$ cat config.mk
export PLATFORM = sky130hd
export DESIGN_NAME = division_requester_flat
export DESIGN_NICKNAME = d
export VERILOG_FILES = /design/src/rtl/division_requester_if.sv /design/src/rtl/division_requester.sv /design/src/flat_wrapper.sv
export SDC_FILE = /design/constraint.sdc
export NUM_CORES = 1
export LEC_CHECK = 0
export ABC_CLOCK_PERIOD_IN_PS = 4370
export CELL_PAD_IN_SITES_DETAIL_PLACEMENT = 1
export CELL_PAD_IN_SITES_GLOBAL_PLACEMENT = 1
export CORE_ASPECT_RATIO = 1.5
export CORE_MARGIN = 3
export CORE_UTILIZATION = 36
export CTS_CLUSTER_SIZE = 40
export DETAILED_ROUTE_END_ITERATION = 8
export PLACE_DENSITY_LB_ADDON = 0.3
export SYNTH_ARGS = -nofsm -noshare
export SYNTH_HDL_FRONTEND = slang
export SYNTH_SLANG_ARGS = --single-unit
export TNS_END_PERCENT = 50
$ cat constraint.sdc
create_clock -name clk -period 4.37 [get_ports clk]
set_input_delay 0.6555 -clock clk [delete_from_list [all_inputs] [get_ports clk]]
set_output_delay 0.6555 -clock clk [all_outputs]
set_load 0.005 [all_outputs]
$ cat src/rtl/division_requester_if.sv
// Request/response and Division-side signals of the division requester.
// slave is the requester's view; master is the host/Division side.
interface division_requester_if #(
    parameter int LAT_W = 8
);
    logic             req_valid;
    logic             req_ready;
    logic [9:0]       req_dividend;
    logic [2:0]       req_divisor;
    logic             rsp_valid;
    logic             rsp_ready;
    logic [19:0]      rsp_quotient;
    logic             rsp_err;
    logic [LAT_W-1:0] rsp_cycles;
    logic             div_in_valid;
    logic [9:0]       div_in_data_1;
    logic [2:0]       div_in_data_2;
    logic             div_out_valid;
    logic [19:0]      div_out_data;

    modport slave (
        input  req_valid, req_dividend, req_divisor,
        input  rsp_ready, div_out_valid, div_out_data,
        output req_ready, rsp_valid, rsp_quotient, rsp_err,
        output rsp_cycles, div_in_valid, div_in_data_1, div_in_data_2
    );

    modport master (
        output req_valid, req_dividend, req_divisor,
        output rsp_ready, div_out_valid, div_out_data,
        input  req_ready, rsp_valid, rsp_quotient, rsp_err,
        input  rsp_cycles, div_in_valid, div_in_data_1, div_in_data_2
    );
endinterface

$ cat src/rtl/division_requester.sv
// Host-side driver for the iterative Division block: one job in flight,
// local divide-by-zero handling, operand hold and re-arm guard.
module division_requester #(
    parameter int IN_HOLD = 1,
    parameter int LAT_W   = 8
) (
    input logic clk,
    input logic rst,
    division_requester_if.slave bus
);
    typedef enum logic [2:0] {
        IDLE,
        SEND,
        WAIT,
        RESP,
        GUARD
    } state_t;

    state_t           state, state_n;
    logic [9:0]       op_a;
    logic [2:0]       op_b;
    logic [3:0]       hold_cnt;
    logic [LAT_W-1:0] lat_cnt;
    logic             zero_job;
    logic             guard_low;
    logic             req_ready;
    logic             rsp_valid;
    logic             div_in_valid;
    logic [19:0]      quot;
    logic             err;
    logic [LAT_W-1:0] cycles;
    logic             req_fire;
    logic             rsp_fire;
    logic             hold_done;
    logic             div_zero;

    assign req_fire  = bus.req_valid && req_ready && (state == IDLE);
    assign rsp_fire  = rsp_valid && bus.rsp_ready;
    assign hold_done = (hold_cnt == 4'(IN_HOLD));
    assign div_zero  = (bus.req_divisor == 3'd0);

    always_comb begin
        state_n = state;
        unique case (state)
            IDLE:    if (req_fire) state_n = div_zero ? RESP : SEND;
            SEND:    if (hold_done) state_n = WAIT;
            WAIT:    if (bus.div_out_valid) state_n = RESP;
            RESP:    if (rsp_fire) state_n = zero_job ? IDLE : GUARD;
            GUARD:   if (guard_low) state_n = IDLE;
            default: state_n = IDLE;
        endcase
    end

    always_ff @(posedge clk) begin
        if (rst) begin
            state        <= IDLE;
            op_a         <= '0;
            op_b         <= '0;
            hold_cnt     <= '0;
            lat_cnt      <= '0;
            zero_job     <= 1'b0;
            guard_low    <= 1'b0;
            req_ready    <= 1'b0;
            rsp_valid    <= 1'b0;
            div_in_valid <= 1'b0;
            quot         <= '0;
            err          <= 1'b0;
            cycles       <= '0;
        end else begin
            state        <= state_n;
            req_ready    <= (state_n == IDLE);
            rsp_valid    <= (state_n == RESP);
            div_in_valid <= (state_n == SEND);
            if (req_fire) begin
                op_a     <= bus.req_dividend;
                op_b     <= bus.req_divisor;
                hold_cnt <= 4'd1;
                lat_cnt  <= LAT_W'(1);
                zero_job <= div_zero;
                if (div_zero) begin
                    quot   <= 20'hFFFFF;
                    err    <= 1'b1;
                    cycles <= '0;
                end
            end
            if (state == SEND && !hold_done)
                hold_cnt <= hold_cnt + 4'd1;
            if ((state == SEND || state == WAIT) && !(&lat_cnt))
                lat_cnt <= lat_cnt + LAT_W'(1);
            // out_valid stays up two cycles; WAIT is left after the first
            if (state == WAIT && bus.div_out_valid) begin
                quot   <= bus.div_out_data;
                err    <= 1'b0;
                cycles <= lat_cnt;
            end
            if (state == RESP)
                guard_low <= 1'b0;
            if (state == GUARD && !bus.div_out_valid)
                guard_low <= 1'b1;
        end
    end

    assign bus.req_ready     = req_ready;
    assign bus.rsp_valid     = rsp_valid;
    assign bus.rsp_quotient  = quot;
    assign bus.rsp_err       = err;
    assign bus.rsp_cycles    = cycles;
    assign bus.div_in_valid  = div_in_valid;
    assign bus.div_in_data_1 = op_a;
    assign bus.div_in_data_2 = op_b;
endmodule

$ cat src/flat_wrapper.sv
// flat-port wrapper written by rule: the top's interface ports become plain ports
module division_requester_flat 
#(
    parameter int IN_HOLD = 1,
    parameter int LAT_W   = 8
)
  (clk, rst, bus_req_valid, bus_req_dividend, bus_req_divisor, bus_rsp_ready, bus_div_out_valid, bus_div_out_data, bus_req_ready, bus_rsp_valid, bus_rsp_quotient, bus_rsp_err, bus_rsp_cycles, bus_div_in_valid, bus_div_in_data_1, bus_div_in_data_2);
  division_requester_if #(.LAT_W(LAT_W)) bus_i ();
  input logic clk;
  input logic rst;
  input wire logic [$bits(bus_i.req_valid)-1:0] bus_req_valid;
  input wire logic [$bits(bus_i.req_dividend)-1:0] bus_req_dividend;
  input wire logic [$bits(bus_i.req_divisor)-1:0] bus_req_divisor;
  input wire logic [$bits(bus_i.rsp_ready)-1:0] bus_rsp_ready;
  input wire logic [$bits(bus_i.div_out_valid)-1:0] bus_div_out_valid;
  input wire logic [$bits(bus_i.div_out_data)-1:0] bus_div_out_data;
  output wire logic [$bits(bus_i.req_ready)-1:0] bus_req_ready;
  output wire logic [$bits(bus_i.rsp_valid)-1:0] bus_rsp_valid;
  output wire logic [$bits(bus_i.rsp_quotient)-1:0] bus_rsp_quotient;
  output wire logic [$bits(bus_i.rsp_err)-1:0] bus_rsp_err;
  output wire logic [$bits(bus_i.rsp_cycles)-1:0] bus_rsp_cycles;
  output wire logic [$bits(bus_i.div_in_valid)-1:0] bus_div_in_valid;
  output wire logic [$bits(bus_i.div_in_data_1)-1:0] bus_div_in_data_1;
  output wire logic [$bits(bus_i.div_in_data_2)-1:0] bus_div_in_data_2;
  assign bus_i.req_valid = bus_req_valid;
  assign bus_i.req_dividend = bus_req_dividend;
  assign bus_i.req_divisor = bus_req_divisor;
  assign bus_i.rsp_ready = bus_rsp_ready;
  assign bus_i.div_out_valid = bus_div_out_valid;
  assign bus_i.div_out_data = bus_div_out_data;
  assign bus_req_ready = bus_i.req_ready;
  assign bus_rsp_valid = bus_i.rsp_valid;
  assign bus_rsp_quotient = bus_i.rsp_quotient;
  assign bus_rsp_err = bus_i.rsp_err;
  assign bus_rsp_cycles = bus_i.rsp_cycles;
  assign bus_div_in_valid = bus_i.div_in_valid;
  assign bus_div_in_data_1 = bus_i.div_in_data_1;
  assign bus_div_in_data_2 = bus_i.div_in_data_2;
  division_requester #(.IN_HOLD(IN_HOLD), .LAT_W(LAT_W)) u_core (.clk(clk), .rst(rst), .bus(bus_i));
endmodule
* Word level (Yosys, flattened, before mapping)
Index checks and enable logic that the tools add are counted.
** Storage, ports and cells
- Bits in read-only memories :: 0
- Bits of input ports :: 38
- RAM bits :: 0
- Memories :: 0
- Flip-flop bits (word level) :: 62
- Output and inout port bits :: 45
- Bits in latches :: 0
** Operators by class
- Muxes and demuxes :: 20
- Add/subtract/negate cells :: 2
- Equality and inequality tests :: 7
- Divide/modulo/power cells :: 0
- Bitwise operators :: 0
- Magnitude comparators :: 0
- Reductions and logical operators :: 23
- Shift operators :: 0
- $mul :: 0
** Operators with widths (count)
- $mux 20 :: 3
- $mux 8 :: 5
- $mux 3 :: 6
- $pmux 3 s5 :: 1
- $reduce_bool 2->1 :: 5
- $eq 3x2->1 const B :: 3
- $logic_not 3->1 :: 3
- $add 8x1->8 const B :: 1
- $mux 4 :: 2
- $reduce_and 8->1 :: 1
- $logic_and 1x1->1 :: 7
- $eq 3x1->1 const B :: 2
- $add 4x1->4 const B :: 1
- $eq 4x1->1 const B :: 1
- $reduce_and 2->1 :: 2
- $eq 3x3->1 const B :: 1
- $logic_not 1->1 :: 3
- $mux 1 :: 2
- $mux 2 :: 1
- $reduce_or 2->1 :: 1
- $logic_or 1x1->1 :: 1

* Longest topological paths before layout
Gate-level depths: netlist of run 1.
- Depth after elaboration :: 5
- Mapped depth :: 6
- Depth with buffers taken out :: 6

* Least setup slack after synthesis of run 1
Ideal clock, no wire load.
- Kind :: flip-flop to flip-flop
- Start :: register u_core.lat_cnt[0]
- End :: register u_core.lat_cnt[4]
- Path slack :: 2.720 ns
- Data arrival time :: 1.576 ns
- Data required time :: 4.296 ns
- Library setup time :: 0.074 ns
- Buffers on the path :: 0
- Stages on the path, launching flop included :: 6
- Cells stage by stage :: dfxtp_1 -> ha_1 -> and3_1 -> a211o_4 -> or3_1 -> a31oi_1
** Between the ends
- Word-level cells in the longest chain between the ends :: 4
** Ends and longest elaborated chain
- start, declared :: RTL line division_requester.sv:23 : logic [LAT_W-1:0] lat_cnt;
- start signal, assigned :: RTL line division_requester.sv:89 : lat_cnt <= lat_cnt + LAT_W'(1);
- parallel branches: the longest is 4 deep, another holds $add 8x1->8
Several ways; the timed one is not identified.
A chain may end at the register's enable or synchronous reset.

* Final worst setup path of run 1
- Start :: input port bus_div_out_valid
- End :: register u_core.quot[18], in the netlist u_core.bus.rsp_quotient[18]
** Between the ends
- Word-level cells in the longest chain between the ends :: 3
** Ends and longest elaborated chain
- start, declared :: RTL line flat_wrapper.sv:15 : input wire logic [$bits(bus_i.div_out_valid)-1:0] bus_div_out_valid;
- $logic_and 1x1->1 * :: RTL line division_requester.sv:91 : if (state == WAIT && bus.div_out_valid) begin
- $reduce_bool 2->1 (no line)
- $reduce_and 2->1 (no line)
- end signal, assigned :: RTL line division_requester.sv:92 : quot <= bus.div_out_data;
- end, declared :: RTL line division_requester.sv:29 : logic [19:0] quot;
Every way passes the cells marked *; elsewhere a longest branch is shown, timed or not.

==> out/results.ini, run 1 <==
[worst_setup_path]
rr_worst_depth = 4
cp_num_cells = 4
worst_path_max_delay_cell = nand3_1
crit_path_max_incr_delay_ps = 630
cp_max_fo = 21
crit_family = simple AND/OR/NAND/NOR gates
cp-start-kind = input port
r2r_start = u_core.state[2]
end_kind = flip-flop
path_cells = clkdlybuf4s50_1, nand3_1, nand2_1, o221a_2
crit_buf_inv = 1
critical_path_required_ps = 4580
cp_data_arrival_time_ps = 2820
startpoint = bus_div_out_valid
worstSetupPathType = input port to flip-flop

[global_routing]
grt_max_degree = 28
first_global_vias = 2315
grt.total_usage = 0.186
globalRouteOverflowTotal = 0
antenna_found_initial = 0
grt_first_pass_wirelength_um = 11300

[final_layout]
multi_input_area_sq_mm = 0.00111
area.sequential_sq_mm = 0.00124
drive_gt1_frac = 0.104
syn_to_final_growth_pct = 41.8
nFillCells = 726
antennaDiodeCount = 0
nNetsFinal = 371

[timing]
final_hold_viol_count = 0
timing.fmax_mhz = 384
worst_slew_pin_slew_ps = 892
setup-violations-final = 0
finalMaxSlewViolations = 0
grt_setup_unrepaired = no
hold_slack_ps = 457
skew_ps = 11.3
fin_crit_ps = 2610
min_period_over_period = 0.596
relSlewSlack = 0.405
tns_ps = 0

[logic_synthesis]
synth-warning-count = 0
async_reset_ff_frac = 0
synth-seq-cells = 62
synth_area_sq_mm = 0.00244
syn_inst = 252
avgSynthCellArea_sq_um = 9.70
yosys.area.top_type = dfxtp_1
synth_edf_count = 0
yosysTopAreaCellShare = 0.508
synthFlopType = dfxtp_1
synthTopCellsByArea = dfxtp_1 (51%), o221a_2 (5.1%), nand2_1 (4.8%)
post_synth_num_cell_types = 51
synth_nets = 293
yosysSeqAreaShare = 0.508

[hold_path]
hp-start = u_core.bus.div_in_data_1[2]
min_path_type = flip-flop to flip-flop
hold_depth = 2

[drt]
drt_iter0_drc = 58
wl_per_cell_um = 17.0
vias_per_cell = 5.44
vias = 2235
ant_nets = 0
wirelength_um = 7000
drc = 0
first_pass_iters = 4

[clocking]
clk_path_buf_depth = 2
hold_buffers = 0
cts_tree = built
h-tree-depth = 3
numCtsBuffers = 9
cts_root_buf = clkbuf_8
cts_setup_buffers = 0
clk_pin_slew_ps = 60
clock_sinks = 62
clk_latency_ps = 330
postCtsResizedCells = 0

[die]
initial_core_util = 0.374
core-area_sq_mm = 0.00653
num_rows = 36
fp.dieH_um = 107
dieArea_sq_mm = 0.00784
chipWidth_um = 73.3
ios = 83

[power_and_ir_drop]
ir_worst_vdd_uv = 241
p_leak_nw = 1.24
p_per_area_mw_per_mm2 = 378

[job]
max_cap_violations = 0

[placement]
gp_congestion = 0.773
io_buffers = 82
dp_hpwl_um = 5030

[outcome]
status = completed

==> logic make-up after synthesis <==
| kind of cell | share of synthesized area |
|---|---|
| AND/OR/NAND/NOR | 0.199 |
| AO/OA/AOI/OAI | 0.221 |
| flip-flops | 0.508 |
| buffers and inverters | 0.0389 |
| XOR/XNOR | 0.0138 |
| adder cells (fa/ha/maj) | 0.0154 |
| multiplexers | 0.00461 |
==> layout make-up <==
type,instances,share of cell area
Sequential cell,62,0.358
Multi-Input combinational cell,168,0.320
Timing Repair Buffer,84,0.241
Clock buffer,12,0.0419
Tap cell,76,0.0274
Clock inverter,4,0.00650
Inverter,5,0.00541
==> metrics by stage <==
| step | total power [mW] | utilization | worst slack (ps) | instances | instance area [sq um] |
|---|---|---|---|---|---|
| final | 1.31 | 0.531 | 1760 | 411 | 3470 |
| after global routing | 1.38 | 0.531 | 1510 | 411 | 3470 |
| after CTS | 1.33 | 0.531 | 1750 | 411 | 3470 |
| after detailed placement | 0.897 | 0.505 | 1410 | 395 | 3300 |
| after global placement | 0.887 | 0.505 | 1510 | 395 | 3300 |
| after floorplan | 0.769 | - | 2720 | 252 | 2440 |
==> cell usage in the layout, fill, tap and decap left out, types with 9 or more instances in the layout <==
cell type,Yosys,layout
nand3_1,15,15
clkdlybuf4s50_1,0,82
nand2_1,31,31
dfxtp_1,62,62
a22oi_1,9,9
o221a_2,11,11
o221a_1,9,9
a21oi_1,21,21
nor2_1,15,15
clkbuf_8,0,10
==> where the power goes <==
part / total (mW) / internal [mW] / switching (mW)
clock network: 0.427 / 0.219 / 0.209
registers: 0.636 / 0.604 / 0.0321
logic: 0.247 / 0.131 / 0.116
total: 1.31 / 0.954 / 0.357
==> worst min-delay path: stages, from the launching register on <==
cell and delay [ps]:
dfxtp_1 310, nand2_1 50, a21oi_1 50
==> cell usage after synthesis, drive strengths merged, types with 2 or more instances <==
| cell type | number |
|---|---|
| a311oi | 2 |
| nand2b | 2 |
| and3 | 3 |
| a22oi | 9 |
| xnor2 | 2 |
| a211oi | 2 |
| o221a | 20 |
| dfxtp | 62 |
| and2 | 2 |
| o21ai | 3 |
| a21oi | 22 |
| buf | 10 |
| nor2 | 16 |
| clkbuf | 7 |
| nor4bb | 2 |
| nand2 | 31 |
| inv | 5 |
| nor3 | 5 |
| a31oi | 3 |
| nand3 | 15 |
| or3 | 4 |
| ha | 3 |
| nor3b | 3 |
==> state kept, by name (all words and copies together) (netlist names) <==
signal,count
u_core.bus.div_in_valid,1
u_core.bus.req_ready,1
u_core.bus.div_in_data_1,10
u_core.bus.rsp_quotient,20
u_core.bus.div_in_data_2,3
u_core.zero_job,1
u_core.bus.rsp_valid,1
u_core.bus.rsp_cycles,8
u_core.guard_low,1
u_core.state,3
u_core.bus.rsp_err,1
u_core.hold_cnt,4
u_core.lat_cnt,8
==> worst paths after layout <==
check	to	slack [ps]
setup / recovery	u_core.bus.rsp_quotient[18]	1760
hold / removal	u_core.bus.div_in_data_1[2]	460
setup reg to reg	u_core.bus.rsp_quotient[18]	1800
hold reg to reg	u_core.bus.div_in_data_1[2]	460
==> layer usage <==
metal	GRT usage	wire length (um)	up-vias
met3	0.0469	429	9
met5	0	0	-
met4	0.0792	104	0
li1	-	-	1086
met1	0.216	2800	1074
met2	0.318	3670	66
Note: power is estimated with default switching activity, not from simulation.
==> run 2, diff against run 1 <==
--- a/config.mk
+++ b/config.mk
@@ -5,12 +5,12 @@
 export SDC_FILE = /design/constraint.sdc
 export NUM_CORES = 1
 export LEC_CHECK = 0
-export ABC_CLOCK_PERIOD_IN_PS = 4370
+export ABC_CLOCK_PERIOD_IN_PS = 2150
 export CELL_PAD_IN_SITES_DETAIL_PLACEMENT = 1
 export CELL_PAD_IN_SITES_GLOBAL_PLACEMENT = 1
 export CORE_ASPECT_RATIO = 1.5
 export CORE_MARGIN = 3
-export CORE_UTILIZATION = 36
+export CORE_UTILIZATION = 30
 export CTS_CLUSTER_SIZE = 40
 export DETAILED_ROUTE_END_ITERATION = 8
 export PLACE_DENSITY_LB_ADDON = 0.3
==> constraint.sdc (replaced) <==
create_clock -name clk -period 2.15 [get_ports clk]
set_input_delay 0.3225 -clock clk [delete_from_list [all_inputs] [get_ports clk]]
set_output_delay 0.3225 -clock clk [all_outputs]
set_load 0.005 [all_outputs]
==> out/results.ini, run 2 (synthesized netlist as in run 1, its figures left out) <==
[final_layout]
largest_reg_flops = 20
mostFrequentLayoutCell = clkdlybuf4s50_1
final_util = 0.475
area.sequential_sq_mm = 0.00124
nNetsFinal = 379
drive_gt1_frac = 0.122
final_cell_mix = clkdlybuf4s50_1 (82), dfxtp_1 (62), nand2_1 (31), a21oi_1 (21)
multi_input_area_sq_mm = 0.00111
antennaDiodeCount = 0
nFillCells = 860
syn_to_final_growth_pct = 50.9

[timing]
final_hold_viol_count = 0
relSlewSlack = 0.524
setup-violations-final = 0
fin_crit_ps = 1850
finalMaxSlewViolations = 0
timing.fmax_mhz = 540
skew_ps = 5.14
worst_slack_ps = 298
worst_slew_pin_slew_ps = 714
grt_setup_unrepaired = no
min_period_over_period = 0.861
tns_ps = 0

[placement]
place_ws_ps = 272
io_buffers = 82
dp_hpwl_um = 5360
gp_congestion = 0.819

[clocking]
cts_tree = built
postCtsResizedCells = 0
clk_pin_slew_ps = 50
clock_sinks = 62
h-tree-depth = 3
numCtsBuffers = 9
hold_buffers = 0
cts_root_buf = clkbuf_16
clk_path_buf_depth = 2
clk_latency_ps = 330
cts_setup_buffers = 0

[worst_setup_path]
end_kind = flip-flop
startpoint = u_core.lat_cnt[0]
cp_num_cells = 5
crit_buf_inv = 0
cp-start-kind = flip-flop
r2r_start = u_core.lat_cnt[0]
cp-endpoint = u_core.lat_cnt[3]
worst_path_max_delay_cell = a211oi_2
rr_worst_depth = 5
cp_data_arrival_time_ps = 2080
reg2reg_to = u_core.lat_cnt[3]
path_cells = ha_1, and3_1, a211oi_2, nand2b_1, a311oi_1
crit_path_max_incr_delay_ps = 470
crit_family = compound AO/OA/AOI/OAI gates
critical_path_required_ps = 2380
ff2ff_setup_slack_ps = 300
cp_max_fo = 7
worstSetupPathType = flip-flop to flip-flop

[power_and_ir_drop]
swShare = 0.247
ir_worst_vdd_uv = 460
p_per_area_mw_per_mm2 = 868
combPwrFrac = 0.164
sequentialPowerShare = 0.404
p_switching_uw = 790
p_int_mw = 2.41
p_clk_frac = 0.432
p_leak_nw = 1.33

[global_routing]
grt.total_usage = 0.166
globalRouteOverflowTotal = 0
grt_max_degree = 25
first_global_vias = 2363
antenna_found_initial = 0
grt_first_pass_wirelength_um = 11800

[drt]
wirelength_um = 7320
drt_iter0_drc = 47
drc = 0
vias = 2286
wl_per_cell_um = 16.5
routed.top_layer = met4
wl_met1_um = 2930
ant_nets = 0
first_pass_iters = 4
vias_per_cell = 5.14
wl_met3_um = 511
met2_length_um = 3690

[die]
ios = 83
core-area_sq_mm = 0.00776
chipWidth_um = 79.7
num_rows = 39
fp.dieH_um = 117
dieArea_sq_mm = 0.00929
initial_core_util = 0.315

[outcome]
status = completed

[hold_path]
hp-start = u_core.bus.div_in_data_1[4]
min_path_type = flip-flop to flip-flop

[job]
max_cap_violations = 0

## run 2: layer usage
metal  GRT usage  vias to the layer above
li1            -                     1101
met3      0.0540                       16
met5           0                        -
met4      0.0814                        0
met1       0.179                     1089
met2       0.289                       80
## run 2: layout make-up
type / instances / share of cell area
multi-input combinational: 168 / 0.301
clock inverter: 4 / 0.0129
tap: 102 / 0.0346
timing repair buffer: 92 / 0.246
inverter: 5 / 0.00509
sequential: 62 / 0.336
clock buffer: 12 / 0.0641
## run 2: worst min-delay path by stage
| stage | to | slack (ps) | depth (start not counted) |
|---|---|---|---|
| 2_1_floorplan | u_core.zero_job | 440 | 2 |
| 3_3_place_gp | u_core.bus.div_in_data_1[6] | 440 | 2 |
| 3_5_place_dp | u_core.bus.div_in_data_1[9] | 450 | 2 |
| 4_1_cts | u_core.bus.div_in_data_1[9] | 460 | 2 |
| 5_1_grt | u_core.bus.div_in_data_2[0] | 470 | 2 |
| 6_report | u_core.bus.div_in_data_1[4] | 450 | 2 |
## run 2: power by group through the flow
stage                     combinational [mW]  clock [mW]  sequential (mW)
after detailed placement               0.534           0             1.32
after CTS                              0.539        1.43             1.29
after global routing                   0.580        1.48             1.31
after global placement                 0.522           0             1.31
final                                  0.526        1.38             1.29
after floorplan                        0.260           0             1.30
## run 2: stage by stage
stage	std cells	area (sq um)	total power [mW]	hold slack, ps
after floorplan	252	2440	1.56	436
after global placement	429	3400	1.84	441
after detailed placement	429	3400	1.85	449
after CTS	445	3690	3.26	457
after global routing	445	3690	3.36	473
final	445	3690	3.20	454
## run 2: worst register-to-register path, delay by kind of cell (launching register included)
family | cells | cell delay, ps
AOI/OAI and AO/OA | 2 | 770
adders and majority gates | 1 | 270
DFF | 1 | 350
and+or+nand+nor | 2 | 360
